## src/rtl/vram_arbiter.sv

```systemverilog
// Single-port VRAM arbiter: scanout fetches win every cycle they request,
// host commands queue in a small FIFO and drain in the remaining slots.
module vram_arbiter #(
   parameter int ADDR_W     = 15,
   parameter int DATA_W     = 8,
   parameter int FIFO_DEPTH = 4
) (
   input  logic              clk_pixel,
   input  logic              rst,
   input  logic              fetch_req,
   input  logic [ADDR_W-1:0] fetch_addr,
   output logic              fetch_valid,
   output logic [DATA_W-1:0] fetch_data,
   input  logic              host_valid,
   output logic              host_ready,
   input  logic              host_we,
   input  logic [ADDR_W-1:0] host_addr,
   input  logic [DATA_W-1:0] host_wdata,
   output logic              host_rd_valid,
   output logic [DATA_W-1:0] host_rd_data,
   output logic [ADDR_W-1:0] ram_addr,
   output logic              ram_we,
   output logic [DATA_W-1:0] ram_wdata,
   input  logic [DATA_W-1:0] ram_rdata,
   input  logic              stat_clear,
   output logic [15:0]       host_stall_cnt
);

   localparam int PW = $clog2(FIFO_DEPTH);
   localparam logic [PW:0] FULL = (PW+1)'(FIFO_DEPTH);

   typedef enum logic [1:0] {
      TAG_NONE,
      TAG_FETCH,
      TAG_HOST
   } tag_t;

   logic [FIFO_DEPTH-1:0] r_fifo_we;
   logic [ADDR_W-1:0]     r_fifo_addr  [FIFO_DEPTH];
   logic [DATA_W-1:0]     r_fifo_wdata [FIFO_DEPTH];
   logic [PW-1:0]         r_wr_ptr;
   logic [PW-1:0]         r_rd_ptr;
   logic [PW:0]           r_count;
   logic                  r_host_ready;

   tag_t                  r_tag1;
   tag_t                  r_tag2;

   logic                  r_fetch_valid;
   logic [DATA_W-1:0]     r_fetch_data;
   logic                  r_host_rd_valid;
   logic [DATA_W-1:0]     r_host_rd_data;
   logic [ADDR_W-1:0]     r_ram_addr;
   logic                  r_ram_we;
   logic [DATA_W-1:0]     r_ram_wdata;
   logic [15:0]           r_stall_cnt;

   logic                  w_empty;
   logic                  w_push;
   logic                  w_pop;
   logic [PW:0]           w_count_nxt;
   logic                  w_head_we;
   logic [ADDR_W-1:0]     w_head_addr;
   logic [DATA_W-1:0]     w_head_wdata;

   assign w_empty      = (r_count == '0);
   assign w_push       = host_valid && r_host_ready;
   assign w_pop        = !fetch_req && !w_empty;
   assign w_head_we    = r_fifo_we[r_rd_ptr];
   assign w_head_addr  = r_fifo_addr[r_rd_ptr];
   assign w_head_wdata = r_fifo_wdata[r_rd_ptr];

   always_comb begin
      w_count_nxt = r_count;
      w_count_nxt = w_count_nxt + {{PW{1'b0}}, w_push};
      w_count_nxt = w_count_nxt - {{PW{1'b0}}, w_pop};
   end

   // Storage needs no reset: occupancy is tracked by r_count alone.
   always_ff @(posedge clk_pixel) begin
      if (w_push) begin
         r_fifo_we[r_wr_ptr]    <= host_we;
         r_fifo_addr[r_wr_ptr]  <= host_addr;
         r_fifo_wdata[r_wr_ptr] <= host_wdata;
      end
   end

   always_ff @(posedge clk_pixel or posedge rst) begin
      if (rst) begin
         r_wr_ptr        <= '0;
         r_rd_ptr        <= '0;
         r_count         <= '0;
         r_host_ready    <= 1'b0;
         r_tag1          <= TAG_NONE;
         r_tag2          <= TAG_NONE;
         r_fetch_valid   <= 1'b0;
         r_fetch_data    <= '0;
         r_host_rd_valid <= 1'b0;
         r_host_rd_data  <= '0;
         r_ram_addr      <= '0;
         r_ram_we        <= 1'b0;
         r_ram_wdata     <= '0;
         r_stall_cnt     <= '0;
      end else begin
         r_count      <= w_count_nxt;
         r_host_ready <= (w_count_nxt != FULL);
         if (w_push) r_wr_ptr <= r_wr_ptr + 1'b1;
         if (w_pop)  r_rd_ptr <= r_rd_ptr + 1'b1;

         if (fetch_req) begin
            r_ram_addr <= fetch_addr;
            r_ram_we   <= 1'b0;
            r_tag1     <= TAG_FETCH;
         end else if (w_pop) begin
            r_ram_addr <= w_head_addr;
            r_ram_we   <= w_head_we;
            if (w_head_we) r_ram_wdata <= w_head_wdata;
            r_tag1     <= w_head_we ? TAG_NONE : TAG_HOST;
         end else begin
            r_ram_we   <= 1'b0;
            r_tag1     <= TAG_NONE;
         end

         // RAM data for the stage-2 tag is on ram_rdata this cycle.
         r_tag2          <= r_tag1;
         r_fetch_valid   <= (r_tag2 == TAG_FETCH);
         r_host_rd_valid <= (r_tag2 == TAG_HOST);
         if (r_tag2 == TAG_FETCH) r_fetch_data   <= ram_rdata;
         if (r_tag2 == TAG_HOST)  r_host_rd_data <= ram_rdata;

         if (stat_clear)
            r_stall_cnt <= '0;
         else if (fetch_req && !w_empty && r_stall_cnt != 16'hFFFF)
            r_stall_cnt <= r_stall_cnt + 16'd1;
      end
   end

   assign fetch_valid    = r_fetch_valid;
   assign fetch_data     = r_fetch_data;
   assign host_ready     = r_host_ready;
   assign host_rd_valid  = r_host_rd_valid;
   assign host_rd_data   = r_host_rd_data;
   assign ram_addr       = r_ram_addr;
   assign ram_we         = r_ram_we;
   assign ram_wdata      = r_ram_wdata;
   assign host_stall_cnt = r_stall_cnt;

endmodule

```

## config.mk

```make
export PLATFORM = sky130hd
export DESIGN_NAME = vram_arbiter
export DESIGN_NICKNAME = d
export VERILOG_FILES = /design/src/rtl/vram_arbiter.sv
export SDC_FILE = /design/constraint.sdc
export NUM_CORES = 1
export LEC_CHECK = 0
export BUFFER_PORTS_ARGS = -buffer_cell sky130_fd_sc_hd__buf_2
export CORE_UTILIZATION = 35
export DETAILED_ROUTE_END_ITERATION = 8
export PLACE_DENSITY = 0.55
export RECOVER_POWER = 50
export SLEW_MARGIN = 20
export SYNTH_ARGS = -nofsm -noshare
export SYNTH_HDL_FRONTEND = slang
export SYNTH_SLANG_ARGS = --single-unit
```

## constraint.sdc

```tcl
create_clock -name clk_pixel -period 6.2 [get_ports clk_pixel]
set_clock_uncertainty 0.15 [all_clocks]
set_input_delay 1.24 -clock clk_pixel [delete_from_list [all_inputs] [get_ports clk_pixel]]
set_output_delay 1.24 -clock clk_pixel [all_outputs]
set_load 0.01 [all_outputs]
```

==> results, run 1 <==
- Across every metal layer, demand over resource in global routing totals 0.144.
- The post-cts gate resize count is 0.
- The number of flip-flops and latches in the synthesized netlist is 166.
- The wire length of the first global-routing pass is 21.0 mm.
- The highest clock rate is 256 MHz.
- Entering global routing, the biggest net connects 71 pins.
- Dividing the final minimum period by the clock period gives 0.629.
- The final-report max-slew violation count came to 23.
- The setup path with the least slack is of type input pin to register.
- The number of endpoints failing setup at the final stage is 0.
- Of the post-synthesis cell area, the dominant cell type holds 0.437.
- At the worst endpoint, the arrival time is 4.05 ns.
- The number of antenna violations at the first check in global routing is 0.
- The count of buffers inserted at the top-level ports is 110.
- The minimum period implied by the final worst setup slack is 3.90 ns.
- The share of flip-flops with an asynchronous set or reset after synthesis is 0.422.
- The max-slew headroom at the worst pin is -0.107.
- The worst hold-check slack is 0.201 ns.
- The synthesized netlist occupies a cell area of 6600 um^2.
- The number of clock buffers inserted by TritonCTS is 17.
- The via count of the first global-routing pass came to 3,897.
- 0 antenna diodes ended up in the layout.
- For this design the static power due to leakage is 3.07 nW.
- At the later pin of the worst-skew pair, clock insertion delay measures 0.42 ns.
- The length of the first detailed-routing pass in iterations is 4.
- The clock tree from TritonCTS is done.
- The final setup TNS is 0 ns.
- The area added between synthesis and finish is 20.2%.
- After layout, the design draws a total of 3.49 mW.
- The post-route cell area is 7930 um^2.
- For this run, the leading register cell type out of synthesis is edfxtp_1.
- The via count of the routed design is 3,723.
- The total placed cells including tap cells is 721.
- The total overflow left after global routing is 0.
- In this run the number of H-tree levels came out at 4.
- The type of origin of the critical path is an input pin.
- The placeable core region is 18,200 um^2.
- The count of endpoints failing hold in the final timing report is 0.
- Data on the critical path is required at its endpoint by 6.35 ns.
- The die covers 19,400 um^2.
- The flow ran to the end, but the final reports show violations.
- The height of the die is 139 um.
- OpenSTA, run right after detailed placement, puts the worst setup slack at 2.69 ns.
- In the final layout, the share of cells above drive strength 1 is 0.349.
- The number of different library cells used by synthesis comes to 43.
- Clock-pin slew was measured on the worst setup and hold paths at 0.06 ns.
- The floorplan step set the die width to 139 um.
- Setup repair after global routing left no endpoint under its margin.
- Sorting the synthesized cells by how often they occur yields edfxtp_1, dfrtp_1, mux2_2.
- The final worst slack is 2.30 ns.
- No sink is reached through more buffers than the 2 on the longest clock path.
- The tool flagged a number of max-cap violations equal to 1.
- IR analysis of the VDD net gives a maximum drop of 0.224 mV.
- The layout net count is 570.
- The clock net in this run drives a total of 166 sinks.
- The largest area contributor in the netlist is edfxtp_1.
- For the pin with the worst max-slew slack, the measured transition is 1.66 ns.
- For this run, the register share of the synthesized area comes to 0.702.
- The final weighted congestion in routability-driven placement is 0.739.
- Wires add up to 13.2 mm.
- The sum of net half-perimeters after detailed placement is 8.30 mm.
- After detailed routing, the number of vias per cell comes to 4.94.
- Ranked by total cell area, the synthesized netlist is headed by edfxtp_1, dfrtp_1, mux4_2.
- The top-level I/O count is 111.
- In this run, the number of DRC markers left after iteration 0 of detailed routing was 201.
- The initial standard-cell utilization of the core is 0.362.
- Of all nets on the critical path, the largest fanout is 22.
- In this run, synthesis inferred 96 flip-flops with an integrated enable.
- In this run the cell area measured after placement is 7410 um^2.
- The synthesized area per cell is 16.9 um^2.
- The count of hold buffers inserted by post-cts repair is 0.
- Measured on the finished design, the core utilization comes to 0.436.
- STA classifies the critical path endpoint as a register.
- The final reports fail on capacitance limit, slew limit.
- The power per unit of standard cell area is 441 nW/um^2.
- The worst min-delay path class is register to register.
- Among all cell types in the netlist, the one instantiated most often is edfxtp_1.
- In the final routed layout, each cell accounts on average for 17.5 um.
- Fill cells in the final layout number 1,631.
- In this run the post-CTS setup repair buffer count came out at 0.
- The remaining routing DRC violations is 0.
- The master cell of the clock root buffer is clkbuf_16.
- Yosys printed 0 warnings.
- The synthesized netlist net count is 450.
- In the synthesized netlist, the number of instances is 391.
- In this run the remaining antenna-violating nets after routing total 0.
- The total number of placement rows is 49.
- The count of cells in the finished layout, fillers not included, comes to 753.
sequential cells by signal, indices dropped and copies added (netlist names):
signal / count
r_rd_ptr: 2
fetch_data: 8
ram_we: 1
r_tag1: 2
ram_addr: 15
ram_wdata: 8
r_fifo_wdata: 32
host_rd_valid: 1
host_rd_data: 8
host_stall_cnt: 16
r_fifo_addr: 60
r_count: 3
r_tag2: 2
fetch_valid: 1
host_ready: 1
r_fifo_we: 4
r_wr_ptr: 2
critical path, stage by stage:
cell and delay, ns:
clkbuf_1 1.17, nor2_1 0.34, xnor2_1 0.24, ha_1 0.21, fa_1 0.38, xnor2_1 0.20, xnor2_1 0.18, nand2_1 0.08
power by group:
part | switching (mW) | internal (mW)
clock | 0.442 | 0.559
sequential | 0.170 | 1.46
combinational | 0.425 | 0.431
cells by family after synthesis:
kind of cell	synth area share
compound gates	0.0370
xor+xnor	0.00796
fa+ha+maj	0.0144
buf+inv	0.0197
flops	0.702
mux	0.152
simple gates	0.0664
final timing paths:
check	start	endpoint	slack, ns	depth (start not counted)
max in group asynchronous	rst	r_rd_ptr[0]	4.29	3
min in group asynchronous	rst	fetch_data[7]	0.97	3
setup / recovery	fetch_req	host_ready	2.30	8
setup reg to reg	r_rd_ptr[0]	ram_wdata[4]	3.54	3
hold / removal	r_tag1[0]	r_tag2[0]	0.20	0
hold reg to reg	r_tag1[0]	r_tag2[0]	0.20	0
final cells by class:
class / instances / area, um^2 / share of cell area
sequential: 166 / 4640 / 0.585
tap: 229 / 287 / 0.0361
multi-input combinational: 199 / 1840 / 0.232
clock buffer: 20 / 437 / 0.0551
timing repair buffer: 117 / 571 / 0.0719
clock inverter: 12 / 120 / 0.0151
inverter: 10 / 38.8 / 0.00489
routing by layer:
metal | wire (um) | global-route usage | up-vias
met2 | 6250 | 0.234 | 111
li1 | - | - | 1742
met3 | 748 | 0.0385 | 11
met4 | 150 | 0.0520 | 0
met1 | 6010 | 0.186 | 1859
met5 | 0 | 0 | -
cell usage in the layout (no fill, tap or decap), types with 5 or more instances in the layout:
cell type and count:
mux2i_1 15, mux2_2 28, a21oi_1 13, xnor2_1 5, dfrtp_1 69, buf_4 7, mux4_2 24, or4_1 6
inv_1 9, o31ai_1 7, o21ai_0 20, nor2_1 8, nand3_1 5, clkbuf_1 29, buf_2 84, ha_1 6
nand2_1 25, edfxtp_1 96, clkbuf_16 17
Note: power is estimated with default switching activity, not from simulation.
==> run 2: changes to the inputs <==
==> constraint.sdc (replaced) <==
create_clock -name clk_pixel -period 3.6 [get_ports clk_pixel]
set_clock_uncertainty 0.15 [all_clocks]
set_input_delay 0.72 -clock clk_pixel [delete_from_list [all_inputs] [get_ports clk_pixel]]
set_output_delay 0.72 -clock clk_pixel [all_outputs]
set_load 0.01 [all_outputs]
==> run 2 against run 1 <==
Compared with the run above:
- the flow still finishes with violations (capacitance limit, slew limit)
- via count rose by 0.62%
- sequential power is 68% higher
- global-route usage is essentially flat
- cell count is 0.80% higher
- core utilization rose by 0.10 points
- cell area rose by 0.24%
- combinational power increased by 79%
- critical path depth decreased by 5
- worst setup slack lost 1.3 ns
- die area did not move
- critical endpoint is now fetch_data[3]
==> results, run 2 (synthesized netlist as in run 1, its figures left out) <==
- The run finished, with violations left.
- The final reports fail on capacitance limit, slew limit.
- The arrival time of data at the critical path endpoint came to 2.81 ns (-1.24 ns).
- The highest signal layer in the routed design is met4.
- The maximum fanout along the worst path was 39 (+77%).
- The count of filler cells inserted in the layout is 1,671 (+2.5%).
- The via count of the routed design is 3,746 (+0.62%).
- The final setup TNS is 0 ns (unchanged).
- The master cell of the clock root buffer is clkbuf_16.
- The top-level I/O count is 111 (unchanged).
- The count of hold buffers inserted by post-cts repair came to 0 (unchanged).
- The maximum number of pins on one net before global-route repair was 40 (-44%).
- Based on the critical path, the design can be clocked at up to 387 MHz.
- The number of maximum-capacitance constraint violations is 2 (+1).
- The worst reg2reg path depth is 3 (unchanged).
- The critical setup path kind is input pin to asynchronous set/reset pin.
- The count of buffers inserted at the top-level ports is 110 (unchanged).
- The post-CTS setup buffer count is 0 (unchanged).
- The flop-to-flop setup slack is 1.11 ns (-2.43 ns).
- The sum of net half-perimeters after detailed placement is 8.56 mm (+3.1%).
- The clock tree from TritonCTS is done.
- The x dimension of the die is 139 um (unchanged).
- STA classifies the critical path endpoint as an asynchronous set/reset pin.
- The mean routed wirelength per cell is 17.3 um (-1.1%).
- The flip-flop and latch area is 4630 um^2 (about the same).
- The layout net count came to 573 (+0.53%).
- Setup repair after global routing left no endpoint under its margin.
- The total number of placement rows was 49 (unchanged).
- The clock-pin slew of the registers on the worst-case setup and hold paths is 0.07 ns (about the same).
- The final-report max-slew violation count came to 65 (+180%).
- The routed length on met2 is 6.10 mm (-2.5%).
- The length of the first detailed-routing pass in iterations was 4 (unchanged).
- The number of clock sinks was 166 (unchanged).
- The fraction of the core area covered by cells at the end of the flow came to 0.437 (+0.00103).
- The final weighted congestion in routability-driven placement came to 0.771 (+4.4%).
- The initial standard-cell utilization of the core is 0.362 (unchanged).
- The number of clock buffers inserted by TritonCTS is 17 (unchanged).
- In this run the critical register-to-register path is captured at r_fifo_addr[3][10].
- The wire length of the first global-routing pass is 20.5 mm (-2.4%).
- The placeable core region came to 18,200 um^2 (unchanged).
- The overall global routing resource usage is 0.144 (+0.000162).
- The leakage dissipation is 3.08 nW (about the same).
- The instance area at placement is 7430 um^2 (+0.30%).
- The number of antenna violations at the first check in global routing is 3 (+3).
- The deepest level of the CTS H-tree is 4 (unchanged).
- The initial DRC count is 181 (-10%).
- The top register by number of flip-flops is r_fifo_addr.
- The library cells used most frequently in the layout, excluding fill and tap cells, are edfxtp_1, buf_2, dfrtp_1.
- The total congestion overflow after global routing is 0 (unchanged).
- The remaining number of nets flagged by the antenna check after routing was 0 (unchanged).
- The slew at the pin closest to its max-slew limit came to 1.84 ns (+0.181 ns).
- The number of endpoints failing setup at the final stage is 0 (unchanged).
- The count of endpoints failing hold in the final timing report is 0 (unchanged).
- The clock insertion delay at the later pin of the skew report is 0.43 ns (about the same).
- The multi-input gate area in the final layout is 1840 um^2 (unchanged).
- The leading cell type in the layout, fill and taps excluded is edfxtp_1.
- The most critical setup path has its endpoint at fetch_data[3].
- The fraction of layout instances using a drive strength above 1 came to 0.351 (+0.00181).
- The power per unit of standard cell area was 755 nW/um^2 (+71%).
- The routed length on met3 is 814 um (+8.8%).
- The launching instance or port of the critical path is rst.
- The remaining routing DRC violations is 0 (unchanged).
- The met1 layer wirelength in the final routing is 5.99 mm (-0.38%).
- The share of the clock period used by the worst path after layout is 0.717.
- The number of flip-flops under the largest register name is 60 (unchanged).
- The required time at the endpoint of the critical path came to 3.83 ns (-2.52 ns).
- The post-route cell area is 7950 um^2 (+0.24%).
- The post-cts gate resize count is 0 (unchanged).
- Counting I/O delays and the setup requirement, the final critical path takes 2.58 ns.
- The worst min-delay path class is register to register.
- The via count of the first global-routing pass is 3,815 (-2.1%).
- The max-slew headroom at the worst pin is -0.234 (-0.127).
- The maximum buffer depth of the clock tree is 2 (unchanged).
- The overall die area is 19,400 um^2 (unchanged).
- The height of the die came to 139 um (unchanged).
- The type of origin of the critical path is an input pin.
- The total routed wirelength came to 13.1 mm (-0.27%).
- The area growth from synthesis to layout is 20.4%.
- The number of vias per cell after detailed routing is 4.94 (-0.18%).
- The start of the worst register-to-register path is r_wr_ptr[0].
- The peak supply drop is 0.353 mV (+57%).
## run 2: cell types whose count changed in the layout (fill, tap and decap cells not counted), sizes merged
cell      previous run  this run
clkinv               5         3
inv                 13        15
diode                0         3
clkinvlp             3         5
bufinv               1         0
clkbuf              46        47
buf                 91        92
## run 2: worst min-delay path by stage
stage                         start   endpoint  depth (start not counted)  slack [ns]
after CTS                 r_tag1[1]  r_tag2[1]                          0        0.20
final                     r_tag1[1]  r_tag2[1]                          0        0.20
after global placement    r_tag1[0]  r_tag2[0]                          0        0.18
after detailed placement  r_tag1[0]  r_tag2[0]                          0        0.18
after global routing      r_tag1[0]  r_tag2[0]                          0        0.21
after floorplan           r_tag1[0]  r_tag2[0]                          0        0.18
## run 2: worst max-delay path: stages
cell	delay, ns
buf_2	0.10
clkinvlp_2	1.04
clkbuf_1	0.92
## run 2: cell type report
| cell class | instances | share of cell area |
|---|---|---|
| Sequential cell | 166 | 0.583 |
| Antenna cell | 3 | 0.000944 |
| Clock buffer | 19 | 0.0557 |
| Tap cell | 229 | 0.0360 |
| Timing Repair Buffer | 120 | 0.0730 |
| Multi-Input combinational cell | 199 | 0.232 |
| Clock inverter | 13 | 0.0146 |
| Inverter | 10 | 0.00488 |
## run 2: report_power, final
part           leakage (nW)  total, mW  switching [mW]  internal (mW)
Sequential             1.74       2.75           0.230           2.53
Combinational          1.07       1.53           0.787          0.747
Clock                 0.263       1.71           0.791          0.923
## run 2: per-stage QoR
stage	hold slack [ns]	setup WS (ns)	cells	power [mW]
4_1_cts	0.200	1.17	756	6.10
3_3_place_gp	0.184	1.06	724	4.33
2_1_floorplan	0.181	0.962	391	3.79
3_5_place_dp	0.185	0.954	724	4.38
5_1_grt	0.206	0.556	757	6.32
6_report	0.199	1.02	759	6.00
## run 2: per-layer routing
layer | GRT usage | up-vias
li1 | - | 1753
met1 | 0.185 | 1866
met2 | 0.222 | 110
met3 | 0.0458 | 17
met4 | 0.0702 | 0
met5 | 0 | -
